[src/rtl/pipeline_ctrl_if.sv]
// Handshake bundle between the pipeline datapath and its stall/flush controller.
// The controller uses the slave view; whatever models the datapath uses the master view.
interface pipeline_ctrl_if #(
  parameter int CNT_W = 16
);
  logic             MemRead_EX;
  logic [4:0]       RD_EX;
  logic [4:0]       RS1_ID;
  logic [4:0]       RS2_ID;
  logic             PCSrc_MEM;
  logic             MemRead_MEM;
  logic             MemWrite_MEM;
  logic             dmem_ready;

  logic             PC_write;
  logic             IF_ID_write;
  logic             ID_EX_write;
  logic             EX_MEM_write;
  logic             MEM_WB_write;
  logic             IF_ID_flush;
  logic             ID_EX_flush;
  logic             EX_MEM_flush;
  logic             dmem_req;
  logic             timeout_err;
  logic [CNT_W-1:0] stall_cnt;

  modport master (
    output MemRead_EX, RD_EX, RS1_ID, RS2_ID, PCSrc_MEM, MemRead_MEM, MemWrite_MEM, dmem_ready,
    input  PC_write, IF_ID_write, ID_EX_write, EX_MEM_write, MEM_WB_write,
    input  IF_ID_flush, ID_EX_flush, EX_MEM_flush, dmem_req, timeout_err, stall_cnt
  );

  modport slave (
    input  MemRead_EX, RD_EX, RS1_ID, RS2_ID, PCSrc_MEM, MemRead_MEM, MemWrite_MEM, dmem_ready,
    output PC_write, IF_ID_write, ID_EX_write, EX_MEM_write, MEM_WB_write,
    output IF_ID_flush, ID_EX_flush, EX_MEM_flush, dmem_req, timeout_err, stall_cnt
  );
endinterface

[src/rtl/pipeline_ctrl.sv]
// Stall/flush controller for the 5-stage pipeline: load-use stalls, taken-branch
// squashes, and freezing the whole pipe while a slow data-memory access completes.
// A watchdog parks the block in an error state if memory never answers.
module pipeline_ctrl #(
  parameter int TIMEOUT = 16,
  parameter int CNT_W   = 16
) (
  input  logic          clk,
  input  logic          reset,
  pipeline_ctrl_if.slave bus
);

  localparam int               TMR_W    = $clog2(TIMEOUT);
  localparam logic [TMR_W-1:0] TMR_LAST = TMR_W'(TIMEOUT - 1);

  typedef enum logic [1:0] {
    RUN      = 2'd0,
    MEM_WAIT = 2'd1,
    ERR      = 2'd2
  } state_t;

  state_t           r_state;
  logic [TMR_W-1:0] r_timer;
  logic [CNT_W-1:0] r_stallCnt;
  logic             r_timeoutErr;

  logic w_memOp;
  logic w_loadUse;
  logic w_memStall;
  logic w_resolve;
  logic w_pcWrite;
  logic w_ifIdWrite;
  logic w_idExWrite;
  logic w_exMemWrite;
  logic w_memWbWrite;
  logic w_ifIdFlush;
  logic w_idExFlush;
  logic w_exMemFlush;
  logic w_dmemReq;

  assign w_memOp    = bus.MemRead_MEM | bus.MemWrite_MEM;
  assign w_loadUse  = bus.MemRead_EX && (bus.RD_EX != 5'd0) &&
                      ((bus.RD_EX == bus.RS1_ID) || (bus.RD_EX == bus.RS2_ID));
  // A fresh access that memory cannot finish this cycle freezes everything.
  assign w_memStall = (r_state == RUN) && w_memOp && !bus.dmem_ready;
  // Cycles where branch/load-use rules apply: normal RUN, or the exit cycle of a wait.
  assign w_resolve  = ((r_state == RUN) && !w_memStall) ||
                      ((r_state == MEM_WAIT) && bus.dmem_ready);

  // Mealy control decode; everything is held low while reset is asserted.
  always_comb begin
    w_pcWrite    = 1'b0;
    w_ifIdWrite  = 1'b0;
    w_idExWrite  = 1'b0;
    w_exMemWrite = 1'b0;
    w_memWbWrite = 1'b0;
    w_ifIdFlush  = 1'b0;
    w_idExFlush  = 1'b0;
    w_exMemFlush = 1'b0;
    w_dmemReq    = 1'b0;
    if (reset) begin
      case (r_state)
        RUN:      w_dmemReq = w_memOp;
        MEM_WAIT: w_dmemReq = 1'b1;
        default:  w_dmemReq = 1'b0;
      endcase
      if (w_resolve) begin
        w_idExWrite  = 1'b1;
        w_exMemWrite = 1'b1;
        w_memWbWrite = 1'b1;
        if (bus.PCSrc_MEM) begin
          w_pcWrite    = 1'b1;
          w_ifIdWrite  = 1'b1;
          w_ifIdFlush  = 1'b1;
          w_idExFlush  = 1'b1;
          w_exMemFlush = 1'b1;
        end else if (w_loadUse) begin
          w_idExFlush  = 1'b1;
        end else begin
          w_pcWrite    = 1'b1;
          w_ifIdWrite  = 1'b1;
        end
      end
    end
  end

  // State, watchdog timer, sticky error flag and saturating stall counter.
  always_ff @(posedge clk or negedge reset) begin
    if (!reset) begin
      r_state      <= RUN;
      r_timer      <= '0;
      r_stallCnt   <= '0;
      r_timeoutErr <= 1'b0;
    end else begin
      if (!w_pcWrite && (r_stallCnt != {CNT_W{1'b1}})) begin
        r_stallCnt <= r_stallCnt + CNT_W'(1);
      end
      case (r_state)
        RUN: begin
          if (w_memStall) begin
            r_state <= MEM_WAIT;
            r_timer <= '0;
          end
        end
        MEM_WAIT: begin
          if (bus.dmem_ready) begin
            r_state <= RUN;
          end else if (r_timer == TMR_LAST) begin
            r_state      <= ERR;
            r_timeoutErr <= 1'b1;
          end else begin
            r_timer <= r_timer + TMR_W'(1);
          end
        end
        ERR: begin
          r_timeoutErr <= 1'b1;
        end
        default: begin
          r_state <= RUN;
        end
      endcase
    end
  end

  assign bus.PC_write     = w_pcWrite;
  assign bus.IF_ID_write  = w_ifIdWrite;
  assign bus.ID_EX_write  = w_idExWrite;
  assign bus.EX_MEM_write = w_exMemWrite;
  assign bus.MEM_WB_write = w_memWbWrite;
  assign bus.IF_ID_flush  = w_ifIdFlush;
  assign bus.ID_EX_flush  = w_idExFlush;
  assign bus.EX_MEM_flush = w_exMemFlush;
  assign bus.dmem_req     = w_dmemReq;
  assign bus.timeout_err  = r_timeoutErr;
  assign bus.stall_cnt    = r_stallCnt;

endmodule

[src/flat_wrapper.sv]
// flat-port wrapper written by rule: the top's interface ports become plain ports
module pipeline_ctrl_flat 
#(
  parameter int TIMEOUT = 16,
  parameter int CNT_W   = 16
)
  (clk, reset, bus_MemRead_EX, bus_RD_EX, bus_RS1_ID, bus_RS2_ID, bus_PCSrc_MEM, bus_MemRead_MEM, bus_MemWrite_MEM, bus_dmem_ready, bus_PC_write, bus_IF_ID_write, bus_ID_EX_write, bus_EX_MEM_write, bus_MEM_WB_write, bus_IF_ID_flush, bus_ID_EX_flush, bus_EX_MEM_flush, bus_dmem_req, bus_timeout_err, bus_stall_cnt);
  pipeline_ctrl_if #(.CNT_W(CNT_W)) bus_i ();
  input  logic clk;
  input  logic reset;
  input wire logic [$bits(bus_i.MemRead_EX)-1:0] bus_MemRead_EX;
  input wire logic [$bits(bus_i.RD_EX)-1:0] bus_RD_EX;
  input wire logic [$bits(bus_i.RS1_ID)-1:0] bus_RS1_ID;
  input wire logic [$bits(bus_i.RS2_ID)-1:0] bus_RS2_ID;
  input wire logic [$bits(bus_i.PCSrc_MEM)-1:0] bus_PCSrc_MEM;
  input wire logic [$bits(bus_i.MemRead_MEM)-1:0] bus_MemRead_MEM;
  input wire logic [$bits(bus_i.MemWrite_MEM)-1:0] bus_MemWrite_MEM;
  input wire logic [$bits(bus_i.dmem_ready)-1:0] bus_dmem_ready;
  output wire logic [$bits(bus_i.PC_write)-1:0] bus_PC_write;
  output wire logic [$bits(bus_i.IF_ID_write)-1:0] bus_IF_ID_write;
  output wire logic [$bits(bus_i.ID_EX_write)-1:0] bus_ID_EX_write;
  output wire logic [$bits(bus_i.EX_MEM_write)-1:0] bus_EX_MEM_write;
  output wire logic [$bits(bus_i.MEM_WB_write)-1:0] bus_MEM_WB_write;
  output wire logic [$bits(bus_i.IF_ID_flush)-1:0] bus_IF_ID_flush;
  output wire logic [$bits(bus_i.ID_EX_flush)-1:0] bus_ID_EX_flush;
  output wire logic [$bits(bus_i.EX_MEM_flush)-1:0] bus_EX_MEM_flush;
  output wire logic [$bits(bus_i.dmem_req)-1:0] bus_dmem_req;
  output wire logic [$bits(bus_i.timeout_err)-1:0] bus_timeout_err;
  output wire logic [$bits(bus_i.stall_cnt)-1:0] bus_stall_cnt;
  assign bus_i.MemRead_EX = bus_MemRead_EX;
  assign bus_i.RD_EX = bus_RD_EX;
  assign bus_i.RS1_ID = bus_RS1_ID;
  assign bus_i.RS2_ID = bus_RS2_ID;
  assign bus_i.PCSrc_MEM = bus_PCSrc_MEM;
  assign bus_i.MemRead_MEM = bus_MemRead_MEM;
  assign bus_i.MemWrite_MEM = bus_MemWrite_MEM;
  assign bus_i.dmem_ready = bus_dmem_ready;
  assign bus_PC_write = bus_i.PC_write;
  assign bus_IF_ID_write = bus_i.IF_ID_write;
  assign bus_ID_EX_write = bus_i.ID_EX_write;
  assign bus_EX_MEM_write = bus_i.EX_MEM_write;
  assign bus_MEM_WB_write = bus_i.MEM_WB_write;
  assign bus_IF_ID_flush = bus_i.IF_ID_flush;
  assign bus_ID_EX_flush = bus_i.ID_EX_flush;
  assign bus_EX_MEM_flush = bus_i.EX_MEM_flush;
  assign bus_dmem_req = bus_i.dmem_req;
  assign bus_timeout_err = bus_i.timeout_err;
  assign bus_stall_cnt = bus_i.stall_cnt;
  pipeline_ctrl #(.TIMEOUT(TIMEOUT), .CNT_W(CNT_W)) u_core (.clk(clk), .reset(reset), .bus(bus_i));
endmodule
[config.mk]
export PLATFORM = sky130hd
export DESIGN_NAME = pipeline_ctrl_flat
export DESIGN_NICKNAME = d
export VERILOG_FILES = /design/src/rtl/pipeline_ctrl_if.sv /design/src/rtl/pipeline_ctrl.sv /design/src/flat_wrapper.sv
export SDC_FILE = /design/constraint.sdc
export NUM_CORES = 1
export LEC_CHECK = 0
export CAP_MARGIN = 20
export CORE_ASPECT_RATIO = 1.2
export CORE_UTILIZATION = 50
export CTS_CLUSTER_SIZE = 25
export DETAILED_ROUTE_END_ITERATION = 8
export DONT_BUFFER_PORTS = 1
export PLACE_DENSITY = 0.68
export SLEW_MARGIN = 20
export SYNTH_ARGS = -nofsm -noshare
export SYNTH_HDL_FRONTEND = slang
export SYNTH_SLANG_ARGS = --single-unit
[constraint.sdc]
create_clock -name clk -period 3.32 [get_ports clk]
set_clock_uncertainty 0.2 [all_clocks]
set_input_delay 0.664 -clock clk [delete_from_list [all_inputs] [get_ports clk]]
set_output_delay 0.664 -clock clk [all_outputs]
set_load 0.005 [all_outputs]
==> flow_metrics.tcl, run 1 <==
set metrics [dict create \
    outcome "complete, no violations" \
    finalHoldViolations 0 \
    die_h_um 57.72 \
    crit_top_cell "nor2_1" \
    netlist_area_um2 1294 \
    layout_commonest_cell "dfrtp_1" \
    place_congestion 0.7953 \
    ir_drop_mv 0.2619 \
    critPathMaxFanout 6 \
    clock_latency_ps 300 \
    maxCapViolations 0 \
    maxSlewViolCount 0 \
    cp_data_required_time_ps 2460 \
    ctsResizeCount 0 \
    die_w_um 48.44 \
    path_cells "nor3_1, nor2_1, nor2_1, o31ai_4, inv_1" \
    hold_path.class "in -> async" \
    final_cell_mix "dfrtp_1 (23), xnor2_1 (15), xor2_1 (12), nor2_1 (12), nand3_1 (10)" \
    end_kind "output port" \
    fin_nets 151 \
    hold_ws_ps 108.4 \
    synth_seq_cells 23 \
    worst_pin_slew_ps 573.6 \
    postCtsSetupRepairBufs 0 \
    synthCells 126 \
    setup-violations-final 0 \
    path_class "reg -> out" \
    yosysTopAreaCellShare 0.4449 \
    overflow 0 \
    fmax_mhz 377.3 \
    rsz0062_at_grt "false" \
    ys_types 32 \
    synth_area_leaders "dfrtp_1 (44%), xnor2_1 (10%), xor2_1 (8.1%)" \
    drtIter0Drc 14 \
    synthToLayoutAreaGrowth_pct 2.418 \
    drive_above_1_share 0.1032 \
    grt_pass1_vias 887 \
    pre_cts_ws_ps 740.1 \
    critPathLaunchType "flop" \
    yosysWarnings 0 \
    postRouteAntennaNets 0 \
    clockRootBuffer "clkbuf_4" \
    regToRegEndpoint "u_core.bus.stall_cnt[1]" \
    fin_crit_ps 2650 \
    cts_tree "built" \
    syn_avg_cell_area_um2 10.27 \
    synth.largest_area_cell "dfrtp_1" \
    total_power_uw 672.6 \
    finalSetupTns_ps 0 \
    portBuffers 0 \
    r2r_slack_ps 1020 \
    cp_data_arrival_time_ps 1790 \
    clk_pin_slew_ps 120 \
    grt_pass1_wl_um 3857 \
    max_stage_delay_ps 450 \
    slowest_stage "nor2_1" \
    start_util 0.5442 \
    cts_max_level 1 \
    synth_nets 150 \
    period_share 0.7983 \
    vias 873 \
    r2r_start "u_core.r_state[0]" \
    rr_worst_depth 7 \
    diodes 0 \
    cts_buffer_depth 2 \
    cp-startpoint "u_core.r_state[0]" \
    drc 0 \
    ctsHoldBuffers 1 \
    antenna_found_initial 0 \
    avgViaCountPerCell 5.561 \
    seq_area_frac_synth 0.4449 \
    p_per_area_nw_per_um2 507.6 \
    first_pass_iters 4 \
    leakage_uw 0.0005899 \
    dp_hpwl_um 1672 \
    final.setup.worst_slack_ps 669.6 \
    grt_max_degree 24 \
    core_um2 2377 \
    clkSinkCount 23 \
    slew_headroom 0.6162 \
    grt_usage 0.1736 \
    rows 19 \
    wl_um 2118 \
    wl_per_cell_um 13.49 \
    pin_count 48 \
    cts_buffers 3 \
    fillers 229 \
    dieArea_um2 2796 \
]
## critical path, delay by kind of cell, from the launching register on
family	cells	cell delay [ps]
AO/OA/AOI/OAI	1	160
buffers and inverters	1	130
AND/OR/NAND/NOR	3	770
flip-flops	1	430
## cell type report
cell class                 instances  area [um^2]  area share
clock buffer                       4        26.28     0.01983
tap                               31        38.79     0.02927
inverter                           4        15.01     0.01133
multi-input combinational         93        656.9      0.4958
sequential                        23        575.6      0.4344
timing repair buffer               2        12.51    0.009443
## routing by layer
metal,up-vias,wire length (um),global-route usage
met2,28,1101,0.3099
met1,415,914,0.2108
met3,0,102,0.04724
met4,0,0,0.03782
li1,430,-,-
met5,-,0,0
## synth_stat cells
library cell and instances:
a22o_1 1, a22oi_2 1, and2_0 1, and2_1 2, and3_1 9, buf_2 1, buf_4 4, buf_6 1
dfrtp_1 23, ha_1 2, inv_1 4, mux2_1 1, mux2_2 1, nand2_1 4, nand2_2 1, nand3_1 10
nand3b_1 1, nand4_1 7, nand4_2 1, nor2_1 12, nor2b_1 2, nor3_1 2, nor3_2 1, nor4_1 1
o21a_1 1, o21ai_2 1, o22ai_1 1, o31ai_4 1, or2_2 1, or4_1 1, xnor2_1 15, xor2_1 12
## worst max path at each step
stage | end | cells past startpoint
after global routing | bus_IF_ID_write | 5
after CTS | bus_IF_ID_write | 5
after global placement | bus_IF_ID_write | 5
final | bus_IF_ID_write | 5
after floorplan | bus_PC_write | 6
after detailed placement | bus_IF_ID_write | 5
## power breakdown
group / switching [uW] / internal [uW] / leakage, uW
logic: 68.2 / 79.7 / 0.000276
clock network: 77.4 / 46.7 / 0.0000150
registers: 65.5 / 335 / 0.000299
## flip-flops by register name, indices dropped and copies added, names as in the netlist
name and cells:
u_core.r_state 2, u_core.r_timer 4, u_core.bus.stall_cnt 16, u_core.bus.timeout_err 1
## cells by family after synthesis
logic type	count (synthesis)	share of synthesized area
simple gates	56	0.2379
xor+xnor	27	0.1828
flops	23	0.4449
buf+inv	10	0.04738
compound gates	6	0.05030
mux	2	0.01741
fa+ha+maj	2	0.01934
## stage by stage
step	instance area, um^2	instances	util
2_1_floorplan	1294	126	-
3_3_place_gp	1294	152	0.5442
3_5_place_dp	1294	152	0.5442
4_1_cts	1330	157	0.5595
5_1_grt	1325	157	0.5574
6_report	1325	157	0.5574
Note: power is estimated with default switching activity, not from simulation.
==> run 2: changes to the inputs <==
--- a/config.mk
+++ b/config.mk
@@ -11,7 +11,7 @@
 export CTS_CLUSTER_SIZE = 25
 export DETAILED_ROUTE_END_ITERATION = 8
 export DONT_BUFFER_PORTS = 1
-export PLACE_DENSITY = 0.68
+export PLACE_DENSITY = 0.71
 export SLEW_MARGIN = 20
 export SYNTH_ARGS = -nofsm -noshare
 export SYNTH_HDL_FRONTEND = slang
==> constraint.sdc (replaced) <==
create_clock -name clk -period 2.1 [get_ports clk]
set_clock_uncertainty 0.2 [all_clocks]
set_input_delay 0.42 -clock clk [delete_from_list [all_inputs] [get_ports clk]]
set_output_delay 0.42 -clock clk [all_outputs]
set_load 0.005 [all_outputs]
==> run 2 against run 1 <==
Compared with the run above: routed wire length up 8.5%; combinational power increased by 76%; via count is 8.7% higher; final area up 7.8%; flip-flop and latch count unchanged; non-clock buffer count is 11 higher.
==> flow_metrics.tcl, run 2 (synthesized netlist as in run 1, its figures left out) <==
set metrics [dict create \
    outcome "complete, no violations" \
    final_area_um2 1429 \
    finalHoldViolations 0 \
    slew_headroom 0.6647 \
    postRouteAntennaNets 0 \
    worstSetupEndpoint "bus_PC_write" \
    core_um2 2377 \
    clk_pin_slew_ps 120 \
    cts_max_level 1 \
    end_kind "output port" \
    first_pass_iters 4 \
    die_h_um 57.72 \
    pwr-share-comb 0.238 \
    maxSlewViolCount 0 \
    overflow 0 \
    cts_buffers 3 \
    grt_max_degree 24 \
    drive_above_1_share 0.1898 \
    leakage_uw 0.0006444 \
    regToRegEndpoint "u_core.bus.stall_cnt[1]" \
    pin_count 48 \
    drtIter0Drc 12 \
    fillers 208 \
    fin_nets 162 \
    sw_frac_of_total 0.3193 \
    clkPwrFrac 0.179 \
    grt_usage 0.1756 \
    fmax_mhz 483.4 \
    antenna_found_initial 0 \
    grt_pass1_vias 969 \
    power_switching_uw 350.6 \
    r2r_slack_ps 170 \
    die_w_um 48.44 \
    ir_drop_mv 0.5312 \
    grt_pass1_wl_um 3877 \
    final_cell_mix "dfrtp_1 (23), xnor2_1 (15), xor2_1 (12), nor2_1 (12), buf_4 (11)" \
    p_int_uw 747.5 \
    largest_reg_flops 16 \
    wl_per_cell_um 13.67 \
    layout_commonest_cell "dfrtp_1" \
    hold_path.class "in -> reg" \
    diodes 0 \
    clock_latency_ps 300 \
    drc 0 \
    maxCapViolations 0 \
    clockRootBuffer "clkbuf_4" \
    cts_tree "built" \
    finalSetupTns_ps 0 \
    rsz0062_at_grt "true" \
    cp_data_arrival_time_ps 1450 \
    cp-startpoint "u_core.r_state[0]" \
    wl_um 2297 \
    p_per_area_nw_per_um2 768.5 \
    dieArea_um2 2796 \
    pwr-share-seq 0.583 \
    rows 19 \
    path_class "reg -> out" \
    setup-violations-final 0 \
    dp_hpwl_um 1769 \
    fin_crit_ps 2069 \
    r2r_start "u_core.r_state[0]" \
    period_share 0.9851 \
    synthToLayoutAreaGrowth_pct 10.44 \
    critPathLaunchType "flop" \
    cp_data_required_time_ps 1480 \
    portBuffers 0 \
    start_util 0.5442 \
    place_congestion 0.8561 \
    avgViaCountPerCell 5.649 \
    cts_buffer_depth 2 \
    place_area_um2 1365 \
    rr_worst_depth 8 \
    vias 949 \
    clkSinkCount 23 \
    critPathMaxFanout 6 \
    worst_pin_slew_ps 503.0 \
]
-- run 2: cell count changes in the layout (fill, tap and decap cells not counted) --
cell	previous run	this run
inv_4	0	1
inv_1	4	3
dlygate4sd3_1	0	1
o21ai_2	1	0
or4_1	1	0
buf_4	1	11
nor3_1	2	1
nor3_2	1	2
or4_4	0	1
o21ai_4	0	1
-- run 2: routing by layer --
metal	vias up	GRT usage	share of wire
li1	447	-	-
met1	464	0.1798	0.41
met2	38	0.3561	0.53
met3	0	0.03675	0.055
met4	0	0.05042	0
met5	-	0	0
-- run 2: how the worst min path moves through the flow --
stage                   startpoint                 endpoint  slack (ps)  cells past startpoint
floorplan                    reset  u_core.bus.stall_cnt[0]         -80                      0
global placement             reset  u_core.bus.stall_cnt[4]         -80                      0
detailed placement           reset  u_core.bus.stall_cnt[5]         -80                      0
CTS                 bus_dmem_ready        u_core.r_timer[3]          90                      2
global route        bus_dmem_ready        u_core.r_timer[3]         100                      2
finish              bus_dmem_ready        u_core.r_timer[3]         100                      2
-- run 2: cell type report --
type / count / area [um^2] / share of cell area
timing repair buffer: 13 / 97.59 / 0.06830
inverter: 4 / 17.52 / 0.01226
clock buffer: 4 / 26.28 / 0.01839
multi-input combinational: 93 / 673.1 / 0.4711
tap: 31 / 38.79 / 0.02715
sequential: 23 / 575.6 / 0.4028
-- run 2: metrics by stage --
stage	utilization	setup slack (ps)	instances	power [uW]	hold WS, ps
floorplan	-	-77.45	126	828.9	-75.59
global placement	0.5742	27.38	158	878.4	-75.08
detailed placement	0.5742	-17.78	158	898.3	-75.18
CTS	0.5947	5.052	164	1114	89.32
global route	0.6011	-78.32	168	1176	97.52
finish	0.6011	31.29	168	1098	103.8
-- run 2: power groups by stage --
| stage | registers [uW] | logic (uW) | clock network, uW |
|---|---|---|---|
| global placement | 647 | 231 | 0 |
| global route | 654 | 299 | 223 |
| floorplan | 621 | 207 | 0 |
| finish | 640 | 261 | 197 |
| CTS | 641 | 262 | 210 |
| detailed placement | 652 | 246 | 0 |
-- run 2: worst max-delay path: stages, from the launching register on --
cell	delay, ps
dfrtp_1	410
nor3_2	210
nor2_1	60
nor2_1	100
buf_4	160
o31ai_4	120
inv_4	80
-- run 2: timing repair --
action | in CTS | in global routing
gates resized for setup | 1 | 0
gates cloned | 0 | 0
hold buffers | 1 | 1
endpoints found under the hold margin | 23 | 23
setup buffers | 1 | 4
setup endpoints to repair | 5 | 4
pin swaps | 1 | 2
==> run 3: changes to the inputs <==
--- a/config.mk
+++ b/config.mk
@@ -6,12 +6,12 @@
 export NUM_CORES = 1
 export LEC_CHECK = 0
 export CAP_MARGIN = 20
-export CORE_ASPECT_RATIO = 1.2
+export CORE_ASPECT_RATIO = 0.8
 export CORE_UTILIZATION = 50
 export CTS_CLUSTER_SIZE = 25
 export DETAILED_ROUTE_END_ITERATION = 8
 export DONT_BUFFER_PORTS = 1
-export PLACE_DENSITY = 0.71
+export PLACE_DENSITY = 0.75
 export SLEW_MARGIN = 20
 export SYNTH_ARGS = -nofsm -noshare
 export SYNTH_HDL_FRONTEND = slang
==> run 3 against run 2 <==
Compared with the run above: hold slack got worse by 4.5 ps; critical path type is now in -> out; via count rose by 0.84%; first-iteration DRC count rose to 2.8 times the previous value; flip-flop and latch count did not move; largest power group unchanged; combinational power barely moved; critical path depth fell by 1; non-clock buffer count fell by 2; critical endpoint unchanged; power barely moved; largest cell class unchanged; maximum frequency rose by 0.15%; utilization fell by 1.6 points; register-to-register slack improved by 70 ps.
==> flow_metrics.tcl, run 3 (synthesized netlist as in run 1, its figures left out) <==
set metrics [dict create \
    start_util 0.5297 \
    maxSlewViolCount 0 \
    wl_um 2448 \
    overflow 0 \
    max_stage_delay_ps 490 \
    pre_cts_ws_ps 3.827 \
    dieArea_um2 2796 \
    pin_count 48 \
    drtIter0Drc 33 \
    finalHoldViolations 0 \
    pwr-share-comb 0.237 \
    first_pass_iters 4 \
    outcome "complete, no violations" \
    grt_usage 0.1889 \
    cp_data_required_time_ps 1480 \
    critPathLaunchType "input pin" \
    rsz0062_at_grt "true" \
    clkPwrFrac 0.181 \
    drive_above_1_share 0.1926 \
    die_h_um 47.50 \
    crit_family "compound AO/OA/AOI/OAI gates" \
    cp_data_arrival_time_ps 1450 \
    slowest_stage "o31ai_4" \
    postRouteAntennaNets 0 \
    p_int_uw 746.3 \
    core_um2 2442 \
    antenna_found_initial 0 \
    clk_pin_slew_ps 120 \
    rows 16 \
    worst_pin_slew_ps 550.2 \
    layout_commonest_cell "dfrtp_1" \
    avgViaCountPerCell 5.596 \
    die_w_um 58.87 \
    cts_tree "built" \
    grt_pass1_wl_um 3843 \
    diodes 0 \
    power_switching_uw 351.6 \
    fmax_mhz 484.1 \
    dp_hpwl_um 1811 \
    path_class "in -> out" \
    fin_nets 160 \
    synthToLayoutAreaGrowth_pct 10.44 \
    drc 0 \
    pwr-share-seq 0.583 \
    multiInputGateArea_um2 678.2 \
    r2r_slack_ps 240 \
    clockRootBuffer "clkbuf_4" \
    hold_ws_ps 99.23 \
    critPathMaxFanout 8 \
    cts_max_level 1 \
    fin_crit_ps 2066 \
    period_share 0.9836 \
    ir_drop_mv 0.4784 \
    setup-violations-final 0 \
    cts_buffer_depth 2 \
    fillers 208 \
    wl_per_cell_um 14.32 \
    clkSinkCount 23 \
    grt_max_degree 24 \
    place_congestion 0.7572 \
    maxCapViolations 0 \
    final.setup.worst_slack_ps 34.39 \
    largest_reg_flops 16 \
    path_cells "xor2_1, nor3_1, a22oi_2, o31ai_4, inv_4" \
    leakage_uw 0.0006362 \
    final_cell_mix "dfrtp_1 (23), xnor2_1 (15), xor2_1 (12)" \
    sw_frac_of_total 0.3202 \
    end_kind "output port" \
    cts_buffers 3 \
    portBuffers 0 \
    clock_latency_ps 310 \
    slew_headroom 0.6298 \
    crit_buf_inv 1 \
    grt_pass1_vias 893 \
    p_per_area_nw_per_um2 768.4 \
    fin_util 0.5850 \
    vias 957 \
    hold_path.class "in -> reg" \
    regArea_um2 575.6 \
]
==> run 3: cell types whose count changed in the layout (fill, tap and decap cells not counted), sizes merged <==
cell  change
buf       -2
==> run 3: power groups by stage <==
stage | combinational, uW | sequential (uW) | clock [uW]
floorplan | 207 | 621 | 0
global placement | 227 | 645 | 0
detailed placement | 236 | 651 | 0
CTS | 253 | 641 | 210
global route | 297 | 655 | 228
finish | 260 | 640 | 198
==> run 3: final cells by class <==
cell class / instances / area share
Sequential cell: 23 / 0.4028
Timing Repair Buffer: 11 / 0.06042
Inverter: 4 / 0.01226
Tap cell: 36 / 0.03152
Clock buffer: 4 / 0.01839
Multi-Input combinational cell: 93 / 0.4746
==> run 3: final timing paths <==
kind	startpoint	end	cells after the start
min reg2reg	u_core.bus.timeout_err	u_core.bus.timeout_err	1
max in group asynchronous	reset	u_core.bus.stall_cnt[10]	2
min	bus_dmem_ready	u_core.r_timer[2]	2
max	bus_RD_EX[3]	bus_PC_write	5
min in group asynchronous	reset	u_core.r_timer[2]	2
max reg2reg	u_core.r_state[1]	u_core.bus.stall_cnt[1]	7
==> run 3: metrics by stage <==
step	power (uW)	instance area [um^2]	TNS (ps)	instances
6_report	1098	1429	0	171
4_1_cts	1105	1399	0	167
2_1_floorplan	828.9	1311	-77.45	126
5_1_grt	1180	1429	-194.6	171
3_3_place_gp	872.3	1356	0	161
3_5_place_dp	887.5	1356	0	161
==> run 3: per-layer routing <==
layer | track usage | up-vias | wire [um]
met5 | 0 | - | 0
met2 | 0.3182 | 43 | 1136
met3 | 0.07838 | 2 | 202
met1 | 0.2321 | 462 | 1094
met4 | 0.04286 | 0 | 15
li1 | - | 450 | -
==> run 3: what timing repair did <==
| item | in CTS | in global routing |
|---|---|---|
| setup endpoints to repair | 8 | 5 |
| setup buffers | 2 | 5 |
| hold buffers | 1 | 1 |
| resized for setup | 3 | 1 |
| pin swaps | 3 | 2 |
| hold endpoints to repair | 23 | 23 |
